$ cat src/rtl/spi_cmd_sequencer.sv
// rtl/spi_cmd_sequencer.sv - command FIFO and issue/response sequencer in front of the SPI master
module spi_cmd_sequencer #(
  parameter int FIFO_AW   = 2,
  parameter int BUSY_WAIT = 4,
  parameter int TIMEOUT   = 1000
) (
  input  logic               clk,
  input  logic               rst,
  input  logic               cmd_valid,
  output logic               cmd_ready,
  input  logic               cmd_rw,
  input  logic [7:0]         cmd_addr,
  input  logic [7:0]         cmd_wdata,
  output logic               rsp_valid,
  output logic [7:0]         rsp_addr,
  output logic [7:0]         rsp_data,
  output logic               rsp_err,
  output logic               err_timeout,
  input  logic               err_clr,
  output logic [FIFO_AW:0]   fifo_level,
  output logic               spi_wr_en,
  output logic               spi_re_en,
  output logic [7:0]         spi_addr,
  output logic [7:0]         spi_send_data,
  input  logic [7:0]         spi_read_data,
  input  logic               spi_busy,
  input  logic               spi_over
);

  localparam int DEPTH = 2 ** FIFO_AW;
  localparam logic [FIFO_AW:0] FULL_LVL = (FIFO_AW + 1)'(DEPTH);

  typedef enum logic [2:0] {IDLE, ISSUE, WAIT_BUSY, WAIT_OVER, CAPTURE, ERR} state_t;

  state_t             state, next_state;
  logic [15:0]        timer;
  logic [16:0]        fifo_mem [DEPTH];
  logic [FIFO_AW-1:0] wr_ptr, rd_ptr;
  logic [FIFO_AW:0]   level;
  logic               push, pop;
  logic               cur_rw;
  logic [7:0]         cur_addr, cur_wdata;

  assign cmd_ready     = (level != FULL_LVL);
  assign push          = cmd_valid && cmd_ready;
  assign fifo_level    = level;
  assign spi_addr      = cur_addr;
  assign spi_send_data = cur_wdata;

  // timer restarts on every state change
  always_ff @(posedge clk) begin
    if (rst) begin
      state <= IDLE;
      timer <= 16'd0;
    end else begin
      state <= next_state;
      timer <= (next_state != state) ? 16'd0 : timer + 16'd1;
    end
  end

  always_comb begin
    next_state = state;
    case (state)
      IDLE:      if (level != '0 && !spi_busy) next_state = ISSUE;
      ISSUE:     next_state = WAIT_BUSY;
      WAIT_BUSY: begin
        if (spi_busy) next_state = WAIT_OVER;
        else if (timer == 16'(BUSY_WAIT - 1)) next_state = ERR;
      end
      WAIT_OVER: begin
        if (spi_over) next_state = cur_rw ? CAPTURE : IDLE;
        else if (timer == 16'(TIMEOUT - 1)) next_state = ERR;
      end
      CAPTURE:   next_state = IDLE;
      ERR:       next_state = IDLE;
      default:   next_state = IDLE;
    endcase
  end

  always_comb begin
    pop       = (state == IDLE) && (level != '0) && !spi_busy;
    spi_wr_en = (state == ISSUE) && !cur_rw;
    spi_re_en = (state == ISSUE) && cur_rw;
  end

  always_ff @(posedge clk) begin
    if (push) fifo_mem[wr_ptr] <= {cmd_rw, cmd_addr, cmd_wdata};
  end

  always_ff @(posedge clk) begin
    if (rst) begin
      wr_ptr      <= '0;
      rd_ptr      <= '0;
      level       <= '0;
      cur_rw      <= 1'b0;
      cur_addr    <= 8'h00;
      cur_wdata   <= 8'h00;
      rsp_valid   <= 1'b0;
      rsp_addr    <= 8'h00;
      rsp_data    <= 8'h00;
      rsp_err     <= 1'b0;
      err_timeout <= 1'b0;
    end else begin
      if (push) wr_ptr <= wr_ptr + FIFO_AW'(1);
      if (pop) begin
        rd_ptr                          <= rd_ptr + FIFO_AW'(1);
        {cur_rw, cur_addr, cur_wdata}   <= fifo_mem[rd_ptr];
      end
      case ({push, pop})
        2'b10:   level <= level + (FIFO_AW + 1)'(1);
        2'b01:   level <= level - (FIFO_AW + 1)'(1);
        default: level <= level;
      endcase

      rsp_valid <= (state == CAPTURE) || (state == ERR && cur_rw);
      if (state == CAPTURE) begin
        rsp_data <= spi_read_data;
        rsp_addr <= cur_addr;
        rsp_err  <= 1'b0;
      end else if (state == ERR && cur_rw) begin
        rsp_data <= 8'hFF;
        rsp_addr <= cur_addr;
        rsp_err  <= 1'b1;
      end

      // a timeout in the same cycle as err_clr keeps the flag set
      if (state == ERR) err_timeout <= 1'b1;
      else if (err_clr) err_timeout <= 1'b0;
    end
  end

endmodule

$ cat config.mk
export PLATFORM = sky130hd
export DESIGN_NAME = spi_cmd_sequencer
export DESIGN_NICKNAME = d
export VERILOG_FILES = /design/src/rtl/spi_cmd_sequencer.sv
export SDC_FILE = /design/constraint.sdc
export NUM_CORES = 1
export LEC_CHECK = 0
export CAP_MARGIN = 20
export CORE_MARGIN = 5
export CORE_UTILIZATION = 49
export DETAILED_ROUTE_END_ITERATION = 10
export PLACE_DENSITY = 0.78
export SYNTH_ARGS = -nofsm -noshare
export SYNTH_HDL_FRONTEND = slang
export SYNTH_SLANG_ARGS = --single-unit
$ cat constraint.sdc
create_clock -name clk -period 2.7 [get_ports clk]
set_input_delay 0.405 -clock clk [delete_from_list [all_inputs] [get_ports clk]]
set_output_delay 0.405 -clock clk [all_outputs]
set_load 0.03 [all_outputs]
; ---- Word level (Yosys, flattened, before mapping)
; Memory sizes are Yosys's and may differ from the RTL's. A register that Yosys moved wholly into a read port is not among the register bits.
; Index checks and enable logic that the tools add are counted.
[word_totals]
reg_bits = 45
ram_bits = 68
elab_cells = 60
memories = 1
[memory_table]
columns = memory, depth, width, rd, rd_clocked_by_memory_dff, wr, line
row1 = fifo_mem, 4, 17, 1, 1, 1, 37  ; logic [16:0] fifo_mem [DEPTH];
[classes]
n_addsub = 5
n_eq_ne = 11
n_mux = 16
n_reduce_logical = 17
[op_table]
columns = cell, n
row1 = $mux W8, 4
row2 = $mux W3, 6
row3 = $add A16 B1 Y16 const B, 1
row4 = $eq A16 B10 Y1 const B, 1
row5 = $eq A16 B2 Y1 const B, 1
row6 = $pmux W3 S4, 1
row7 = $logic_and A1 B1 Y1, 7
row8 = $eq A3 B2 Y1 const B, 2
row9 = $eq A3 B3 Y1 const B, 2
row10 = $pmux W3 S2, 1
row11 = $reduce_bool A2 Y1, 3
row12 = $add A2 B1 Y2 const B, 2
row13 = $mux W1, 4
row14 = $reduce_or A2 Y1, 2
row15 = $add A3 B1 Y3 const B, 1
row16 = $eq A3 B1 Y1 const B, 1
row17 = $logic_not A3 Y1, 1
row18 = $ne A3 B3 Y1, 1
row19 = $ne A3 B3 Y1 const B, 1
row20 = $reduce_bool A3 Y1, 1
row21 = $sub A3 B1 Y3 const B, 1
row22 = $eq A2 B1 Y1 const B, 1
row23 = $eq A2 B2 Y1 const B, 1
row24 = $logic_not A1 Y1, 2
row25 = $logic_or A1 B1 Y1, 1

; ---- Depth between registers and ports, before layout
; Gate-level depths: netlist of run 1.
[logic_depth]
depth_word = 6
mapped_depth = 11
ltp_nobuf = 9

; ---- Least setup slack after synthesis of run 1
; Ideal clock, no wire load.
[synth_path]
path_kind = register -> register
start = reg level[0], in the netlist fifo_level[0]
end = reg level[2], in the netlist fifo_level[2]
t_arrival_ps = 2613
setup_slack_ps = 16
stages_incl_launch_ff = 11
path_buffers = 1
cell_sequence = dfxtp_1 > or3_1 > nand3_1 > inv_2 > buf_1 > ha_1 > inv_1 > fa_1 > xor2_1 > or3_1 > a21oi_1
[synth_via]
elab_chain_cells = 5
[synth_lines]
columns = item, line
row1 = from (decl), 39  ; logic [FIFO_AW:0] level;
row2 = from (signal assigned), 110  ; 2'b10: level <= level + (FIFO_AW + 1)'(1);
row3 = from (signal assigned), 111  ; 2'b01: level <= level - (FIFO_AW + 1)'(1);
row4 = from (signal assigned), 112  ; default: level <= level;
row5 = $reduce_bool A3 Y1 (*), 81  ; pop = (state == IDLE) && (level != '0) && !spi_busy;
row6 = $logic_and A1 B1 Y1 (*) (2 in series), 81
row7 = via pop, 40  ; logic push, pop;
row8 = $eq A2 B1 Y1 / $eq A2 B2 Y1 (equally long branches), 109  ; case ({push, pop})
row9 = $pmux W3 S2 / $reduce_bool A2 Y1 (equally long branches), n/a
; Mark *: on every way through the listed nets, which the timed path passes. The rest lies on a longest branch.
; A chain may end at the register's enable or synchronous reset.

; ---- Final worst setup path of run 1
[layout_path]
start = reg level[2], in the netlist fifo_level[2]
end = reg level[2], in the netlist fifo_level[2]
[layout_via]
elab_chain_cells = 5
[layout_lines]
columns = item, line
row1 = $reduce_bool A3 Y1, 81
row2 = $logic_and A1 B1 Y1 (2 in series), 81
row3 = $eq A2 B1 Y1 / $eq A2 B2 Y1 (equally long branches), 109
row4 = $pmux W3 S2 / $reduce_bool A2 Y1 (equally long branches), n/a
; Several ways; a longest one is shown, not always the timed one.

==> metrics.cfg, run 1 <==
[outcome]
status=finished clean

[power]
vdd.ir_drop.worst_uv=437
pwr_per_cell_area_mw_per_mm2=915
power_leakage_nw=2.18

[placed_design]
placedInstanceArea_mm2=0.00599
place.port_buffers=71
routability_congestion=0.819
detailed_place_hpwl_um=6890

[grt]
grt_antenna_before_repair=0
grt_pass1_wl_um=17400
pin_count_of_the_biggest_net_entering_global_routing=34
number_of_global_route_vias_before_repair=3528
grt.total_usage=0.174
grt_overflow=0

[setup_path]
reg2reg_slack_ps=290
origin_of_the_worst_setup_path=fifo_level[2]
r2r_end=fifo_level[2]
r2r-start=fifo_level[2]
timing.critical_path.max_delay_family=simple AND/OR/NAND/NOR gates
critical_path.slowest_cell=sky130_fd_sc_hd__or3b_1
slowest_delay_ps=430
timing.critical_path.required_ps=3130
crit_end_category=flip-flop
worst_ep_arrival_time_ps=2840
critical_path.cell_chain=or3b_1, and2_1, inv_1, ha_1, inv_1, fa_1, xor2_1, or3_1, a21oi_1
path_max_fanout=6
category_of_the_most_critical_setup_path=reg2reg
worst_r2r_path_depth=9
cp.buffers_inverters=2
critical-path-top-cell-by-count=sky130_fd_sc_hd__inv_1
crit_path_start_kind=flip-flop

[sta]
timing.setup.tns_ps=0
final_hold_viol_count=0
min_period_over_period=0.894
final.min_clock_period_ps=2410
timing.clock.skew_ps=11.3
timing.fmax_mhz=414
setup_viol=0
report.final.slew_viol_count=0
relative_slew_margins=0.463
grt_setup_unrepaired=false
measured_slew_at_the_worst_slew_check_pin_ps=805

[cells_and_area]
layout_area_overhead_pct=27.9
antenna_cells=0
final_net_count=518
post_route_cells_drive_above_1_share=0.140
fill_cells=774
stdcell_area_mm2=0.00655

[logic_synthesis]
synth_edf_count=68
dominantRegCellSynth=sky130_fd_sc_hd__edfxtp_1
synth-async-reset-ratio=0
synthesis.instances=399
synth_seq_cells=130
syn-num-nets=437
yosys_warnings=0
synth_cell_type_count=48
sequential_to_total_area_share_from_yosys_stat=0.642
netlist_area_mm2=0.00512
syn_avg_cell_area_um2=12.8

[route]
vias=3382
detail_route.iter0.violations=164
firstDrtPassIters=4
vias_per_cell=5.38
route.final.wire_length_um=10500
antenna_left=0
drcViolationCount=0
post_drt_wl_per_cell_um=16.7

[cts]
clock_sinks=130
post_cts_resize_count=0
cts_inserted_buffers=17
ctsRootBufferMaster=sky130_fd_sc_hd__clkbuf_8
post-cts-setup-buffer-count=0
cts_hold_buffers=0
tritoncts=built
clock_insertion_delay_worst_skew_ps=500
clock_tree.htree_level_count=4
cts_max_path_buffers=2
clk_pin_slew_ps=60

[die]
fp.coreArea_mm2=0.0103
row_count=37
floorplan.die.height_um=112
die_w_um=112
die_area_mm2=0.0126
starting_density_of_the_core=0.498
ios=72

[min_path]
min_delay_worst_endpoint=rsp_addr[5]
min-delay-path-class=reg2reg
timing.hold.worst.start=rsp_addr[5]
min_path_cells=2

[run]
drv.max_cap_violation_count=0

[power breakdown]
group          internal (W)  leakage (nW)  switching [W]
Sequential          0.00232          1.13       0.000163
Combinational      0.000627         0.783       0.000817
Clock               0.00122         0.268       0.000839
Total               0.00417          2.18        0.00182
[stage by stage]
step | setup slack, ps | cells | total power, W | utilization | hold slack [ps]
2_1_floorplan | 16.4 | 399 | 0.00344 | - | 420
3_3_place_gp | 209 | 596 | 0.00391 | 0.582 | 440
3_5_place_dp | 149 | 597 | 0.00397 | 0.583 | 449
4_1_cts | 155 | 629 | 0.00604 | 0.637 | 459
5_1_grt | 135 | 629 | 0.00627 | 0.637 | 470
6_report | 285 | 629 | 0.00599 | 0.637 | 458
[layer usage]
metal	up-vias	global-route usage	share of wire
li1	1649	-	-
met3	12	0.0512	0.039
met2	76	0.306	0.52
met4	0	0.0545	0.016
met5	-	0	0
met1	1645	0.208	0.43
[flip-flops by register name, indices dropped and copies added, names as in the netlist, 2 cells and up]
name           count
fifo_mem          68
timer             16
rsp_addr           8
rsp_data           8
spi_addr           8
spi_send_data      8
fifo_level         3
state              3
rd_ptr             2
wr_ptr             2
[worst max path at each step]
stage	to	slack (ps)	cells after the start
after global routing	fifo_level[2]	130	9
after CTS	spi_re_en	160	3
after global placement	fifo_level[2]	210	10
after floorplan	fifo_level[2]	20	10
after detailed placement	fifo_level[2]	150	10
final	fifo_level[2]	290	9
[logic make-up (layout without fill, tap and decap cells)]
kind of cell             count (synthesis)  count (layout)  share of synthesized area
AO/OA/AOI/OAI                           62              62                     0.0763
buffers and inverters                   29             123                     0.0247
AND/OR/NAND/NOR                        139             139                      0.138
XOR/XNOR                                15              15                     0.0257
multiplexers                            17              17                     0.0748
adder cells (fa/ha/maj)                  7               7                     0.0186
flip-flops                             130             130                      0.642
[placed cells by master, fill, tap and decap left out, types with 6 or more instances in the layout]
cell type / instances
sky130_fd_sc_hd__clkdlybuf4s50_1: 71
sky130_fd_sc_hd__edfxtp_1: 68
sky130_fd_sc_hd__dfxtp_1: 61
sky130_fd_sc_hd__nand2_1: 59
sky130_fd_sc_hd__a21oi_1: 32
sky130_fd_sc_hd__nor2_1: 20
sky130_fd_sc_hd__mux4_2: 17
sky130_fd_sc_hd__clkbuf_16: 17
sky130_fd_sc_hd__nor4_1: 16
sky130_fd_sc_hd__buf_4: 10
sky130_fd_sc_hd__inv_1: 8
sky130_fd_sc_hd__o21ai_0: 8
sky130_fd_sc_hd__xor2_1: 8
sky130_fd_sc_hd__o22ai_1: 8
sky130_fd_sc_hd__and3_1: 7
sky130_fd_sc_hd__nand4_1: 7
sky130_fd_sc_hd__xnor2_1: 7
sky130_fd_sc_hd__ha_1: 6
[area by class of cell]
type,instances,area [um2],share of cell area
clock inverter,12,95.1,0.0145
sequential,130,3280,0.502
clock buffer,20,457,0.0698
timing repair buffer,82,797,0.122
multi-input combinational,240,1710,0.261
tap,136,170,0.0260
inverter,9,33.8,0.00516
[tightest hold or removal path: stages (launching register included)]
cell and delay [ps]:
sky130_fd_sc_hd__dfxtp_1 310, sky130_fd_sc_hd__nand2_1 50, sky130_fd_sc_hd__a21oi_1 60
[synthesized netlist by cell type (2+ instances only)]
library cell,n,share of area
sky130_fd_sc_hd__nand2_1,59,0.043
sky130_fd_sc_hd__inv_1,8,0.0059
sky130_fd_sc_hd__buf_1,2,0.0015
sky130_fd_sc_hd__xor2_1,8,0.014
sky130_fd_sc_hd__xnor2_1,7,0.012
sky130_fd_sc_hd__dfxtp_1,62,0.24
sky130_fd_sc_hd__or3_1,5,0.0061
sky130_fd_sc_hd__a21oi_1,32,0.031
sky130_fd_sc_hd__nor2_1,20,0.015
sky130_fd_sc_hd__nand3_1,5,0.0049
sky130_fd_sc_hd__o21ai_0,8,0.0078
sky130_fd_sc_hd__ha_1,6,0.015
sky130_fd_sc_hd__nor3_1,3,0.0029
sky130_fd_sc_hd__nor3b_1,2,0.0029
sky130_fd_sc_hd__mux4_2,17,0.075
sky130_fd_sc_hd__o21a_1,3,0.0044
sky130_fd_sc_hd__nand2b_1,3,0.0037
sky130_fd_sc_hd__edfxtp_1,68,0.40
sky130_fd_sc_hd__and3_1,7,0.0086
sky130_fd_sc_hd__nand4_1,7,0.0086
sky130_fd_sc_hd__clkbuf_1,11,0.0081
sky130_fd_sc_hd__and2_1,3,0.0037
sky130_fd_sc_hd__buf_2,5,0.0049
sky130_fd_sc_hd__nor4_1,16,0.020
sky130_fd_sc_hd__a2111oi_1,2,0.0039
sky130_fd_sc_hd__o22ai_1,8,0.0098
Note: power is estimated with default switching activity, not from simulation.
==> inputs of run 2 (changes only) <==
--- a/config.mk
+++ b/config.mk
@@ -10,6 +10,7 @@
 export CORE_UTILIZATION = 49
 export DETAILED_ROUTE_END_ITERATION = 10
 export PLACE_DENSITY = 0.78
+export SLEW_MARGIN = 0
 export SYNTH_ARGS = -nofsm -noshare
 export SYNTH_HDL_FRONTEND = slang
 export SYNTH_SLANG_ARGS = --single-unit
==> results of run 2 <==
The final DEF is identical to that of run 1; final timing and power are the same.
